File: src/rtl/ysyx_23060221_pkg.sv
// Shared definitions for the LSU slice.
//   - lsu_state_e : LSU controller states
//   - F3_*        : funct3 encodings for loads and stores
//   - RESP_*      : AXI response codes
package ysyx_23060221_pkg;

   typedef enum logic [2:0] {
      S_IDLE = 3'd0,
      S_AR   = 3'd1,
      S_R    = 3'd2,
      S_WR   = 3'd3,
      S_B    = 3'd4,
      S_DONE = 3'd5
   } lsu_state_e;

   localparam logic [2:0] F3_LB  = 3'b000;
   localparam logic [2:0] F3_LH  = 3'b001;
   localparam logic [2:0] F3_LW  = 3'b010;
   localparam logic [2:0] F3_LBU = 3'b100;
   localparam logic [2:0] F3_LHU = 3'b101;
   localparam logic [2:0] F3_SB  = 3'b000;
   localparam logic [2:0] F3_SH  = 3'b001;
   localparam logic [2:0] F3_SW  = 3'b010;

   localparam logic [1:0] RESP_OKAY = 2'b00;

endpackage

File: src/rtl/ysyx_23060221_lsu_align.sv
// Combinational byte-lane steering for the LSU.
// Ports:
//   funct3   in  3  : access size / sign
//   offset   in  2  : byte offset within the 32-bit word (addr[1:0])
//   rdata    in  32 : raw word from the read data channel
//   wdata_in in  32 : store data (rs2)
//   ldata    out 32 : extracted, sign/zero-extended load result
//   wdata    out 32 : store data shifted into its byte lanes
//   wstrb    out 4  : byte strobes for the store
// Misaligned accesses simply shift; lanes past the word boundary are dropped.
module ysyx_23060221_lsu_align
   import ysyx_23060221_pkg::*;
(
   input  logic [2:0]  funct3,
   input  logic [1:0]  offset,
   input  logic [31:0] rdata,
   input  logic [31:0] wdata_in,
   output logic [31:0] ldata,
   output logic [31:0] wdata,
   output logic [3:0]  wstrb
);

   logic [4:0]  w_shamt;
   logic [31:0] w_shifted;

   assign w_shamt   = {offset, 3'b000};
   assign w_shifted = rdata >> w_shamt;

   always_comb begin
      ldata = 32'h0;
      case (funct3)
         F3_LB:   ldata = {{24{w_shifted[7]}}, w_shifted[7:0]};
         F3_LBU:  ldata = {24'h0, w_shifted[7:0]};
         F3_LH:   ldata = {{16{w_shifted[15]}}, w_shifted[15:0]};
         F3_LHU:  ldata = {16'h0, w_shifted[15:0]};
         F3_LW:   ldata = w_shifted;
         default: ldata = 32'h0;
      endcase
   end

   assign wdata = wdata_in << w_shamt;

   always_comb begin
      wstrb = 4'b0000;
      case (funct3)
         F3_SB:   wstrb = 4'b0001 << offset;
         F3_SH:   wstrb = 4'b0011 << offset;
         F3_SW:   wstrb = 4'b1111;
         default: wstrb = 4'b0000;
      endcase
   end

endmodule

File: src/rtl/ysyx_23060221_lsu.sv
// Load/store unit between EXU and WBU. Takes one instruction at a time,
// issues at most one AXI4-Lite-style transaction, and presents the
// extended load data plus forwarded ALU result/controls to WBU.
// Ports:
//   clk, rst (sync, active-low)
//   EXU side : EXU_valid, LSU_ready, addr, wdata_in, memread, memwrite,
//              funct3, res_in, regw_in, memtoreg_in
//   WBU side : LSU_valid, WBU_ready, dataout, res, regw, memtoreg, lsu_fault
//   Bus      : AR (araddr/arvalid/arready), R (rdata/rresp/rvalid/rready),
//              AW (awaddr/awvalid/awready), W (wdata/wstrb/wvalid/wready),
//              B (bresp/bvalid/bready)
// Build option: LSU_MISALIGN_TRAP_EN -- misaligned lh/lhu/sh/lw/sw skip the
// bus and complete with lsu_fault=1, dataout=0, regw=0.
module ysyx_23060221_lsu
   import ysyx_23060221_pkg::*;
(
   input  logic        clk,
   input  logic        rst,
   input  logic        EXU_valid,
   output logic        LSU_ready,
   input  logic [31:0] addr,
   input  logic [31:0] wdata_in,
   input  logic        memread,
   input  logic        memwrite,
   input  logic [2:0]  funct3,
   input  logic [31:0] res_in,
   input  logic        regw_in,
   input  logic        memtoreg_in,
   output logic        LSU_valid,
   input  logic        WBU_ready,
   output logic [31:0] dataout,
   output logic [31:0] res,
   output logic        regw,
   output logic        memtoreg,
   output logic        lsu_fault,
   output logic [31:0] araddr,
   output logic        arvalid,
   input  logic        arready,
   input  logic [31:0] rdata,
   input  logic [1:0]  rresp,
   input  logic        rvalid,
   output logic        rready,
   output logic [31:0] awaddr,
   output logic        awvalid,
   input  logic        awready,
   output logic [31:0] wdata,
   output logic [3:0]  wstrb,
   output logic        wvalid,
   input  logic        wready,
   input  logic [1:0]  bresp,
   input  logic        bvalid,
   output logic        bready
);

   lsu_state_e  r_state, w_next;
   logic        r_ready;
   logic [31:0] r_addr, r_wdata_in, r_res, r_dataout;
   logic [2:0]  r_funct3;
   logic        r_memwrite, r_regw, r_memtoreg, r_fault;
   logic        r_aw_done, r_w_done;
   logic        w_trap, w_aw_fin, w_w_fin;
   logic [31:0] w_ldata, w_wdata;
   logic [3:0]  w_wstrb;

`ifdef LSU_MISALIGN_TRAP_EN
   logic w_half, w_word;
   assign w_half = (funct3 == F3_LH) || (funct3 == F3_LHU);
   assign w_word = (funct3 == F3_LW);
   assign w_trap = (memread | memwrite) &
                   ((w_half & addr[0]) | (w_word & (|addr[1:0])));
`else
   assign w_trap = 1'b0;
`endif

   // A channel is finished once its handshake has happened, either in an
   // earlier cycle (done flag) or right now.
   assign w_aw_fin = r_aw_done | awready;
   assign w_w_fin  = r_w_done  | wready;

   always_comb begin
      w_next = r_state;
      case (r_state)
         S_IDLE: begin
            if (EXU_valid) begin
               if (w_trap)        w_next = S_DONE;
               else if (memread)  w_next = S_AR;
               else if (memwrite) w_next = S_WR;
               else               w_next = S_DONE;
            end
         end
         S_AR:    if (arready) w_next = S_R;
         S_R:     if (rvalid) w_next = S_DONE;
         S_WR:    if (w_aw_fin && w_w_fin) w_next = S_B;
         S_B:     if (bvalid) w_next = S_DONE;
         S_DONE:  if (WBU_ready) w_next = S_IDLE;
         default: w_next = S_IDLE;
      endcase
   end

   always_ff @(posedge clk) begin
      if (!rst) begin
         r_state <= S_IDLE;
         r_ready <= 1'b1;
      end else begin
         r_state <= w_next;
         // Registered ready: high exactly when the state register is IDLE.
         r_ready <= (w_next == S_IDLE);
      end
   end

   always_ff @(posedge clk) begin
      if (!rst) begin
         r_addr     <= 32'h0;
         r_wdata_in <= 32'h0;
         r_res      <= 32'h0;
         r_dataout  <= 32'h0;
         r_funct3   <= 3'b000;
         r_memwrite <= 1'b0;
         r_regw     <= 1'b0;
         r_memtoreg <= 1'b0;
         r_fault    <= 1'b0;
         r_aw_done  <= 1'b0;
         r_w_done   <= 1'b0;
      end else begin
         case (r_state)
            S_IDLE: begin
               if (EXU_valid) begin
                  r_addr     <= addr;
                  r_wdata_in <= wdata_in;
                  r_res      <= res_in;
                  r_funct3   <= funct3;
                  // Load wins if both are set, so the store flag is dropped.
                  r_memwrite <= memwrite & ~memread & ~w_trap;
                  r_regw     <= regw_in & ~w_trap;
                  r_memtoreg <= memtoreg_in;
                  r_fault    <= w_trap;
                  r_dataout  <= 32'h0;
                  r_aw_done  <= 1'b0;
                  r_w_done   <= 1'b0;
               end
            end
            S_R: begin
               if (rvalid) begin
                  r_dataout <= w_ldata;
                  r_fault   <= (rresp != RESP_OKAY);
               end
            end
            S_WR: begin
               if (awready) r_aw_done <= 1'b1;
               if (wready)  r_w_done  <= 1'b1;
            end
            S_B: begin
               if (bvalid) r_fault <= (bresp != RESP_OKAY);
            end
            default: ;
         endcase
      end
   end

   ysyx_23060221_lsu_align u_align (
      .funct3   (r_funct3),
      .offset   (r_addr[1:0]),
      .rdata    (rdata),
      .wdata_in (r_wdata_in),
      .ldata    (w_ldata),
      .wdata    (w_wdata),
      .wstrb    (w_wstrb)
   );

   assign LSU_ready = r_ready;
   assign LSU_valid = (r_state == S_DONE);
   assign lsu_fault = LSU_valid & r_fault;
   assign dataout   = r_dataout;
   assign res       = r_res;
   assign regw      = r_regw;
   assign memtoreg  = r_memtoreg;

   assign araddr  = {r_addr[31:2], 2'b00};
   assign arvalid = (r_state == S_AR);
   assign rready  = (r_state == S_R);

   assign awaddr  = {r_addr[31:2], 2'b00};
   assign awvalid = (r_state == S_WR) & ~r_aw_done;
   assign wvalid  = (r_state == S_WR) & ~r_w_done;
   assign wdata   = w_wdata;
   assign wstrb   = r_memwrite ? w_wstrb : 4'b0000;
   assign bready  = (r_state == S_B);

endmodule

File: config.mk
export PLATFORM = sky130hd
export DESIGN_NAME = ysyx_23060221_lsu
export DESIGN_NICKNAME = d
export VERILOG_FILES = /design/src/rtl/ysyx_23060221_pkg.sv /design/src/rtl/ysyx_23060221_lsu_align.sv /design/src/rtl/ysyx_23060221_lsu.sv
export SDC_FILE = /design/constraint.sdc
export NUM_CORES = 1
export LEC_CHECK = 0
export ABC_CLOCK_PERIOD_IN_PS = 1600
export BUFFER_PORTS_ARGS = -buffer_cell sky130_fd_sc_hd__buf_2
export CAP_MARGIN = 15
export CORE_MARGIN = 4
export CORE_UTILIZATION = 41
export CTS_CLUSTER_DIAMETER = 40
export CTS_CLUSTER_SIZE = 14
export DETAILED_ROUTE_END_ITERATION = 12
export PLACE_DENSITY = 0.71
export RECOVER_POWER = 25
export SLEW_MARGIN = 40
export SYNTH_ARGS = -nofsm -noshare
export SYNTH_HDL_FRONTEND = slang
export SYNTH_SLANG_ARGS = --single-unit
File: constraint.sdc
create_clock -name clk -period 1.6 [get_ports clk]
set_input_delay 0.24 -clock clk [delete_from_list [all_inputs] [get_ports clk]]
set_output_delay 0.24 -clock clk [all_outputs]
set_load 0.1 [all_outputs]
# Yosys cells after proc, flatten, opt, wreduce, memory -nomap -nowiden
# Cells that the tools add are included.
# word_totals
ff_bits,141
# op_classes
n_eq_ne,14
n_shift,4
mux,23
bitwise,9
n_reduce_logical,14
# ops
operator,n
$pmux W32 S5,1
$mux W32,2
$pmux W32 S2,1
$shl A32 B5 Y32,1
$shr A32 B5 Y32,1
$mux W3,8
$pmux W3 S6,1
$eq A3 B3 Y1 const B,4
$pmux W4 S3,1
$ne A2 B2 Y1 const B,5
$eq A3 B2 Y1 const B,3
$logic_not A3 Y1,3
$reduce_and A3 Y1,3
$reduce_bool A2 Y1,4
$eq A3 B1 Y1 const B,2
$mux W1,5
$and A1 B1 Y1,4
$mux W4,1
$pmux W1 S2,2
$reduce_and A4 Y1,1
$shl A1 B2 Y4 const A,1
$shl A2 B2 Y4 const A,1
$not A1 Y1,3
$pmux W1 S3,1
other kinds (4),5

# Longest topological paths before layout
# Gate-level depths: netlist of the first run.
# logic_depth
word_depth,5
mapped_depth,7
ltp_nobuf,4

# Cells and area by module
# Synthesis of the first run repeated with hierarchy kept, for this count alone.
# hier_totals
cells_unflattened,916
area_unflattened_um2,6971.7
# modules_own_cells
module,instances,cells_each,area_per_inst_um2
ysyx_23060221_lsu,1,708,5556.6
ysyx_23060221_lsu_align,1,208,1415.1

# Least setup slack after synthesis of the first run
# OpenSTA, ideal clock, no wires.
# synth_path
path_kind,reg2out
start,reg r_addr[1]
end,out wstrb[3]
t_arrival_ns,3.441
required_ns,1.360
setup_slack_ns,-2.081
path_stages_with_launch,7
n_path_buf,3
path_cell_list,dfxtp_1 buf_6 buf_2 buf_2 nor2b_1 nor2_1 a211oi_1
# synth_via
elab_chain_cells,3
# synth_lines
item,line_no,text
from (decl),ysyx_23060221_lsu.sv:57,"logic [31:0] r_addr, r_wdata_in, r_res, r_dataout;"
from (signal assigned),ysyx_23060221_lsu.sv:128,r_addr <= addr;
$shl A2 B2 Y4 or $shl A1 B2 Y4 (tied branches),"ysyx_23060221_lsu_align.sv:47, ysyx_23060221_lsu_align.sv:46",
$pmux W4 S3 *,ysyx_23060221_lsu_align.sv:45,case (funct3)
$mux W4 *,ysyx_23060221_lsu.sv:186,assign wstrb = r_memwrite ? w_wstrb : 4'b0000;
to (decl),ysyx_23060221_lsu.sv:47,"output logic [3:0] wstrb,"
# Mark *: on every way between the ends. The rest lies on a longest branch, timed or not.

# Worst setup path in the final report of the first run
# layout_path
start,reg r_addr[1]
end,out wstrb[2]
# The elaborated chain is that of the path after synthesis.

==> results of run 1 <==
[cells by family after synthesis]
group,Yosys count,synth area share
simple gates,314,0.201
mux,37,0.0598
flops,141,0.415
compound gates,234,0.204
other cells,1,0.000552
buf+inv,137,0.120
[state kept, by name (all words and copies together), names as in the netlist]
name	cells
dataout	32
r_addr	32
r_wdata_in	32
res	32
r_funct3	3
r_state	3
LSU_ready	1
memtoreg	1
r_aw_done	1
r_fault	1
r_memwrite	1
r_w_done	1
regw	1
[worst reg2reg max path: stages (launching register included)]
cell and delay (ns):
dfxtp_4 0.43, buf_6 0.15, buf_6 0.11, mux4_2 0.51
o211ai_1 0.25, buf_4 0.17, buf_8 0.14, a211oi_2 0.07
[placed cells by master (no fill, tap or decap), types with 8 or more instances in the layout]
master / netlist / routed
mux2i_4: 0 / 13
o21ai_1: 1 / 10
nand3_1: 10 / 9
nand2_1: 224 / 130
nor2_4: 0 / 15
buf_4: 72 / 49
a21oi_2: 0 / 100
clkbuf_16: 0 / 24
a32oi_1: 8 / 8
nand2_2: 0 / 16
and2_4: 0 / 8
a22oi_1: 17 / 17
nand2_4: 0 / 77
buf_6: 1 / 30
buf_2: 20 / 240
a211oi_2: 0 / 20
buf_12: 0 / 63
mux2_2: 9 / 9
a21oi_1: 139 / 29
nor2_1: 28 / 10
dfxtp_1: 141 / 135
o21ai_4: 0 / 8
clkbuf_2: 0 / 34
mux2i_1: 26 / 10
a21oi_4: 0 / 10
nor2b_1: 19 / 8
[Yosys cell counts (3+ instances only)]
cell type  instances  area (µm²)
a21oi_1          139         696
nand2_1          224         841
buf_4             72         541
a32oi_1            8        70.1
o2bb2ai_1          7        61.3
clkbuf_1          38         143
inv_1              4        15.0
and2_1             8        50.1
a211o_1            7        61.3
mux2i_1           26         260
o21ai_0           20         100
a22oi_1           17         128
mux2_2             9         101
dfxtp_1          141        2820
a31oi_1            3        18.8
or3_1              4        25.0
a211oi_1          26         195
nor2b_1           19         119
nor2_1            28         105
nand2b_1           3        18.8
buf_2             20         100
nand3_1           10        50.1
nand3b_1           3        22.5
[cell type report]
type,count,area share
multi-input combinational,589,0.403
timing repair buffer,434,0.299
sequential,141,0.228
clock buffer,21,0.0369
tap,216,0.0217
clock inverter,10,0.00933
inverter,5,0.00171
antenna,4,0.000802
[layer usage]
| layer | GRT usage | up-vias |
|---|---|---|
| met2 | 0.452 | 439 |
| met3 | 0.0794 | 114 |
| li1 | - | 3541 |
| met1 | 0.304 | 3819 |
| met5 | 0 | - |
| met4 | 0.142 | 0 |
[through the flow]
step                hold slack, ns  area, µm²
global placement             0.438       9520
CTS                         0.0358      10800
global route                0.0426      12500
detailed placement           0.443       9520
floorplan                    0.368       7450
finish                      0.0482      12500
[where the power goes]
part	switching [W]	internal [W]	total [W]	leakage, nW
Combinational	0.00567	0.00275	0.00841	3.95
Clock	0.00160	0.00237	0.00396	0.279
Sequential	0.000307	0.00384	0.00415	1.16
[repair_timing]
action / in CTS / in global routing
gates resized for setup: 93 / 331
endpoints found under the hold margin: 0 / 0
buffers inserted: 25 / 35
pin swaps: 15 / 166
gates cloned: 6 / 11
setup endpoints to repair: 56 / 170
[worst paths after layout]
kind                                  endpoint  slack (ns)  cells past startpoint
worst max-delay path                  wstrb[2]       -0.39                      6
worst min-delay path                r_addr[20]        0.05                      3
worst max register to register     dataout[31]       -0.36                      7
worst min register to register  r_wdata_in[27]        0.45                      2
==> flow_summary.yaml, run 1 <==
route:
  met1_length_um: 10800
  vias: 7913
  postRouteAntennaNets: 0
  drcViolationCount: 0
  wire_per_inst_um: 21.3
  wl_met3_um: 2360
  wirelength_um: 30200
  routed-wl-met2_um: 15300
  firstDrtPassIters: 5
  drtIter0Drc: 408
  via_per_inst: 5.57
  top_layer: "met4"
synth:
  yosys_register_bits: 141
  avgSynthCellArea_um2: 7.87
  synthArstFlopShare: 0
  yosysWarnings: 0
  synthCells: 864
  synth-edff-count: 0
  synth_area_um2: 6800
  ys_seq_area_frac: 0.415
  synth_cell_type_count: 47
  synthFlopType: "dfxtp_1"
power:
  peakVddDrop_uv: 1260
  p_leak_nw: 5.39
  power_w: 0.0165
  powerDensity_nw_per_um2: 1320
setup_path:
  r2r-start: "r_addr[1]"
  cp-end-kind: "primary output"
  cp_max_fo: 7
  worstPathCellList: "buf_4, nor2b_4, a21oi_2, o21a_1, nor2_4, buf_12"
  arrival_ns: 1.75
  slowest_delay_ns: 0.40
  critPathKind: "reg2out"
  cp-startpoint: "r_addr[1]"
  slowest_stage: "dfxtp_4"
  required_ns: 1.36
  cp_top_family: "flip-flops"
  startpoint_type: "flop"
  path_buf_inv: 2
die:
  fp.dieW_um: 137
  ios: 322
  die_y_um: 137
  initial_core_util: 0.423
  rows: 46
  placeableCoreArea_um2: 16100
  die_area_um2: 18700
placed_design:
  io_buffers: 317
  place_ws_ns: -0.0351
  place_congestion: 0.856
  dp_hpwl_um: 17300
  placedCellCount: 1320
sta:
  relSlewSlack: 0.392
  finalWorstSetupSlack_ns: -0.387
  worst_pin_slew_ns: 0.905
  finalMaxSlewViolations: 0
  fmax_ghz: 0.503
  hold_violations: 0
  fin_setup_tns_ns: -27.44
  fin_crit_ns: 1.99
  rsz0062_at_grt: "true"
  final-setup-viol-count: 167
  fin_crit_sh: 1.24
  finalClockSkew_ns: 0.00715
outcome:
  violations: "negative setup slack"
  status: "finished, violations left"
cts:
  ctsHoldBuffers: 0
  clock_tree.root_cell: "clkbuf_16"
  cts.sinks: 141
  cts_tree: "built"
  clk_pin_slew_worst_paths_ns: 0.06
  clockBufferDepth: 2
  clock_latency_ns: 0.42
  cts_max_level: 4
  cts_buffers: 17
cells_and_area:
  stdcell_count: 1420
  post-route-util: 0.777
  fillers: 963
  drive_above_1_share: 0.658
  area_delta_synth_final_pct: 83.5
  fin_nets: 1336
  regArea_um2: 2840
  multi_input_area_um2: 5020
global_route:
  grt_pass1_vias: 7362
  grt_max_degree: 59
  grt_pass1_wl_um: 38800
  antenna_found_initial: 4
  track_usage: 0.267
  grt_overflow: 0
flow_run:
  max-cap-violations: 0
hold_path:
  hp-start: "addr[20]"
  hp-class: "in2reg"
Note: power is estimated with default switching activity, not from simulation.
==> run 2, diff against run 1 <==
--- a/config.mk
+++ b/config.mk
@@ -9,11 +9,11 @@
 export BUFFER_PORTS_ARGS = -buffer_cell sky130_fd_sc_hd__buf_2
 export CAP_MARGIN = 15
 export CORE_MARGIN = 4
-export CORE_UTILIZATION = 41
+export CORE_UTILIZATION = 42
 export CTS_CLUSTER_DIAMETER = 40
 export CTS_CLUSTER_SIZE = 14
 export DETAILED_ROUTE_END_ITERATION = 12
-export PLACE_DENSITY = 0.71
+export PLACE_DENSITY = 0.72
 export RECOVER_POWER = 25
 export SLEW_MARGIN = 40
 export SYNTH_ARGS = -nofsm -noshare
==> run 2 against run 1 <==
Effect of this change:
- the run still ends with negative setup slack left
- sequential share of layout area about the same
- die area down 2.2%
- setup slack better by 0.016 ns
- register-to-register slack better by 0.05 ns
- highest routed layer unchanged
- critical path type unchanged
==> flow_summary.yaml, run 2 (synthesis results as in run 1) <==
setup_path:
  required_ns: 1.36
  slowest_stage: "dfxtp_4"
  cp_top_family: "buffers and inverters"
  path_buf_inv: 3
  r2r_cells: 7
  startpoint_type: "flop"
  slowest_delay_ns: 0.39
  critPathKind: "reg2out"
  cp-end-kind: "primary output"
  cp_max_fo: 7
  arrival_ns: 1.73
  cp.depth: 5
  worstPathCellList: "buf_6, clkbuf_16, mux2i_4, o21ai_4, buf_12"
sta:
  finalClockSkew_ns: 0.00650
  relSlewSlack: 0.611
  fin_crit_ns: 1.97
  fmax_ghz: 0.507
  worst_pin_slew_ns: 0.586
  finalWorstSetupSlack_ns: -0.371
  finalMaxSlewViolations: 0
  rsz0062_at_grt: "true"
  final-setup-viol-count: 163
  hold_violations: 0
  fin_crit_sh: 1.23
  whs_ns: 0.0518
power:
  powerDensity_nw_per_um2: 1310
  p_leak_nw: 5.42
  peakVddDrop_uv: 971
  power_w: 0.0164
cts:
  clockBufferDepth: 2
  cts.sinks: 141
  cts_max_level: 4
  clk_pin_slew_worst_paths_ns: 0.06
  clock_latency_ns: 0.42
  ctsHoldBuffers: 0
  cts_buffers: 17
  clock_tree.root_cell: "clkbuf_16"
  cts_tree: "built"
route:
  wire_per_inst_um: 20.9
  wirelength_um: 29300
  firstDrtPassIters: 5
  vias: 7774
  drtIter0Drc: 536
  via_per_inst: 5.56
  postRouteAntennaNets: 0
  drcViolationCount: 0
outcome:
  violations: "negative setup slack"
  status: "finished, violations left"
global_route:
  antenna_found_initial: 2
  track_usage: 0.248
  grt_util_met2: 0.441
  grtUsageMet3: 0.0706
  grt_pass1_wl_um: 35800
  grt_busiest_layer: "met2"
  grtUsageMet1: 0.290
  grt_overflow: 0
  grt_pass1_vias: 6824
  grt_max_degree: 48
placed_design:
  dp_hpwl_um: 17000
  post_dp_cell_area_um2: 9470
  placedCellCount: 1312
  place_congestion: 0.853
  io_buffers: 317
cells_and_area:
  fin_nets: 1317
  drive_above_1_share: 0.665
  stdcell_count: 1399
  fin_area_um2: 12500
  final_common_cell: "buf_2"
  final_cell_mix: "buf_2, dfxtp_1, nand2_1"
  area_delta_synth_final_pct: 83.6
die:
  rows: 46
  ios: 322
  die_y_um: 135
  die_area_um2: 18300
  placeableCoreArea_um2: 15900
  initial_core_util: 0.428
  fp.dieW_um: 135
hold_path:
  holdPathStages: 3
  hp-class: "in2reg"
flow_run:
  max-cap-violations: 0
==> run 2: path summary, 6_finish.rpt <==
| path | from | end | slack [ns] |
|---|---|---|---|
| setup reg to reg | r_addr[1] | dataout[22] | -0.31 |
| hold reg to reg | res[26] | res[26] | 0.45 |
| setup / recovery | r_addr[1] | wdata[16] | -0.37 |
| hold / removal | addr[6] | r_addr[6] | 0.05 |
==> run 2: worst register-to-register path, stage by stage, from the launching register on <==
cell and delay [ns]:
dfxtp_4 0.43, buf_6 0.15, buf_6 0.11, mux4_2 0.50, o211ai_1 0.20, buf_4 0.17, buf_8 0.14, a211oi_2 0.08
==> run 2: per-stage QoR <==
stage	worst slack [ns]	util	TNS (ns)
6_report	-0.371	0.786	-25.75
5_1_grt	-0.412	0.786	-35.19
4_1_cts	-0.340	0.668	-17.76
3_5_place_dp	-0.0898	0.596	-0.263
3_3_place_gp	0.000885	0.596	0
2_1_floorplan	-0.539	-	-20.90
==> run 2: power by group <==
group          total (W)  internal, W  switching (W)
registers        0.00416      0.00384       0.000316
clock network    0.00385      0.00229        0.00156
logic            0.00838      0.00272        0.00566
total             0.0164      0.00884        0.00754
==> run 2: layout make-up <==
cell class                 count  area, µm²
tap                          216        270
fill                         961       3400
multi-input combinational    589       5140
inverter                       5       26.3
clock buffer                  24        524
clock inverter                 7       52.6
timing repair buffer         415       3620
sequential                   141       2840
antenna                        2       5.00
==> run 2: repair_timing <==
action	CTS	global route
setup buffers	22	12
cloned	3	21
resized for setup	72	357
pin swaps	12	183
setup endpoints to repair	61	179
==> run 2: metal layers <==
layer	routed length, µm	vias to the layer above
met1	10600	3786
met5	0	-
met2	15500	410
li1	-	3508
met3	2270	70
met4	935	0
==> run 3, diff against run 2 <==
--- a/config.mk
+++ b/config.mk
@@ -9,11 +9,12 @@
 export BUFFER_PORTS_ARGS = -buffer_cell sky130_fd_sc_hd__buf_2
 export CAP_MARGIN = 15
 export CORE_MARGIN = 4
-export CORE_UTILIZATION = 42
+export CORE_UTILIZATION = 30
 export CTS_CLUSTER_DIAMETER = 40
 export CTS_CLUSTER_SIZE = 14
 export DETAILED_ROUTE_END_ITERATION = 12
-export PLACE_DENSITY = 0.72
+export MAX_ROUTING_LAYER = met4
+export PLACE_DENSITY = 0.54
 export RECOVER_POWER = 25
 export SLEW_MARGIN = 40
 export SYNTH_ARGS = -nofsm -noshare
==> run 3 against run 2 <==
Effect of this change:
- the flow still finishes with violations (negative setup slack)
- routed wire length grew 3.0%
- fmax increased by 1.9%
- utilization down 21 points
- via count fell by 3.4%
==> flow_summary.yaml, run 3 (synthesis results as in run 1) <==
cts:
  clockBufferDepth: 2
  cts.sinks: 141
  cts_max_level: 4
  clk_pin_slew_worst_paths_ns: 0.07
  cts_buffers: 17
  clock_tree.root_cell: "clkbuf_16"
  clock_latency_ns: 0.41
  cts_tree: "built"
setup_path:
  path_buf_inv: 3
  r2r-start: "r_addr[1]"
  cp_common_cell: "buf_12"
  cp_top_family: "buffers and inverters"
  required_ns: 1.36
  arrival_ns: 1.69
  r2r_cells: 7
  critPathKind: "reg2out"
  cp-end-kind: "primary output"
  startpoint_type: "flop"
  reg2reg_to: "dataout[8]"
  slowest_stage: "dfxtp_4"
  worstPathCellList: "buf_12, nor2b_1, a211oi_2, buf_4, a21oi_4, buf_12"
  cp.depth: 6
  cp-startpoint: "r_addr[1]"
  reg2reg_slack_ns: -0.28
  slowest_delay_ns: 0.38
  cp_max_fo: 8
global_route:
  grt_max_degree: 54
  grt_pass1_vias: 6968
  grt_pass1_wl_um: 38100
  track_usage: 0.198
  grt_overflow: 0
  antenna_found_initial: 0
cells_and_area:
  final_common_cell: "buf_2"
  area_delta_synth_final_pct: 87.7
  drive_above_1_share: 0.636
  fillers: 1964
  fin_nets: 1358
  final_cell_mix: "buf_2, nand2_1, dfxtp_1"
  fin_area_um2: 12800
  n_antenna_cell: 0
die:
  initial_core_util: 0.309
  placeableCoreArea_um2: 22000
  ios: 322
  die_y_um: 159
  die_area_um2: 25100
  rows: 54
  fp.dieW_um: 159
sta:
  hold_violations: 0
  finalClockSkew_ns: 0.00923
  relSlewSlack: 0.617
  finalMaxSlewViolations: 0
  rsz0062_at_grt: "true"
  fin_crit_ns: 1.93
  finalWorstSetupSlack_ns: -0.334
  fin_crit_sh: 1.21
  fmax_ghz: 0.517
  worst_pin_slew_ns: 0.576
  final-setup-viol-count: 159
flow_run:
  max-cap-violations: 0
outcome:
  status: "finished, violations left"
  violations: "negative setup slack"
route:
  via_per_inst: 5.00
  drcViolationCount: 0
  wirelength_um: 30200
  wire_per_inst_um: 20.1
  drtIter0Drc: 298
  firstDrtPassIters: 5
  postRouteAntennaNets: 0
  vias: 7513
placed_design:
  io_buffers: 317
  post_dp_cell_area_um2: 9670
  place_congestion: 0.843
  dp_hpwl_um: 18200
  place_ws_ns: -0.117
hold_path:
  holdPathStages: 3
  hp-class: "in2reg"
  min_to: "res[21]"
  hp-start: "res_in[21]"
power:
  p_leak_nw: 5.48
  powerDensity_nw_per_um2: 1330
  peakVddDrop_uv: 760
run 3: worst reg2reg max path, delay by kind of cell, from the launching register on:
family          cells  cell delay [ns]
buf+inv             3             0.43
flops               1             0.41
simple gates        1             0.15
compound gates      2             0.24
mux                 1             0.52
run 3: final cells by class:
cell class / instances / area [µm²] / share of cell area
Clock buffer: 21 / 470 / 0.0369
Clock inverter: 10 / 163 / 0.0127
Inverter: 5 / 21.3 / 0.00167
Multi-Input combinational cell: 589 / 4840 / 0.379
Sequential cell: 141 / 2840 / 0.223
Timing Repair Buffer: 456 / 4070 / 0.319
Tap cell: 280 / 350 / 0.0275
run 3: through the flow:
step	setup TNS [ns]	util	hold WS (ns)	cells	power, W
after floorplan	-20.90	-	0.368	867	0.00925
after global placement	-0.562	0.439	0.438	1398	0.0107
after detailed placement	-0.817	0.439	0.442	1398	0.0107
after CTS	-15.24	0.497	0.0325	1457	0.0155
after global routing	-33.51	0.579	0.0360	1502	0.0176
final	-22.39	0.579	0.0555	1502	0.0170
run 3: routing by layer:
layer | wire length, µm | GRT usage
met1 | 12400 | 0.241
met2 | 15200 | 0.328
met4 | 644 | 0.0544
met5 | 0 | -
met3 | 1940 | 0.0514
run 3: what timing repair did:
item                       CTS  global route
setup endpoints to repair   52           181
pin swaps                   22           132
hold buffers                 0             0
resized for setup           81           308
cloned                       3            25
buffers inserted            26            22
run 3: worst max path at each step:
stage,endpoint,slack (ns)
after CTS,wdata[22],-0.33
final,wdata[28],-0.33
after detailed placement,dataout[12],-0.12
after global routing,wdata[28],-0.40
after floorplan,dataout[19],-0.54
after global placement,dataout[11],-0.09
run 3: power by group:
part	internal (W)	switching [W]	leakage, nW
clock network	0.00273	0.00158	0.305
logic	0.00292	0.00561	4.01
registers	0.00384	0.000318	1.16
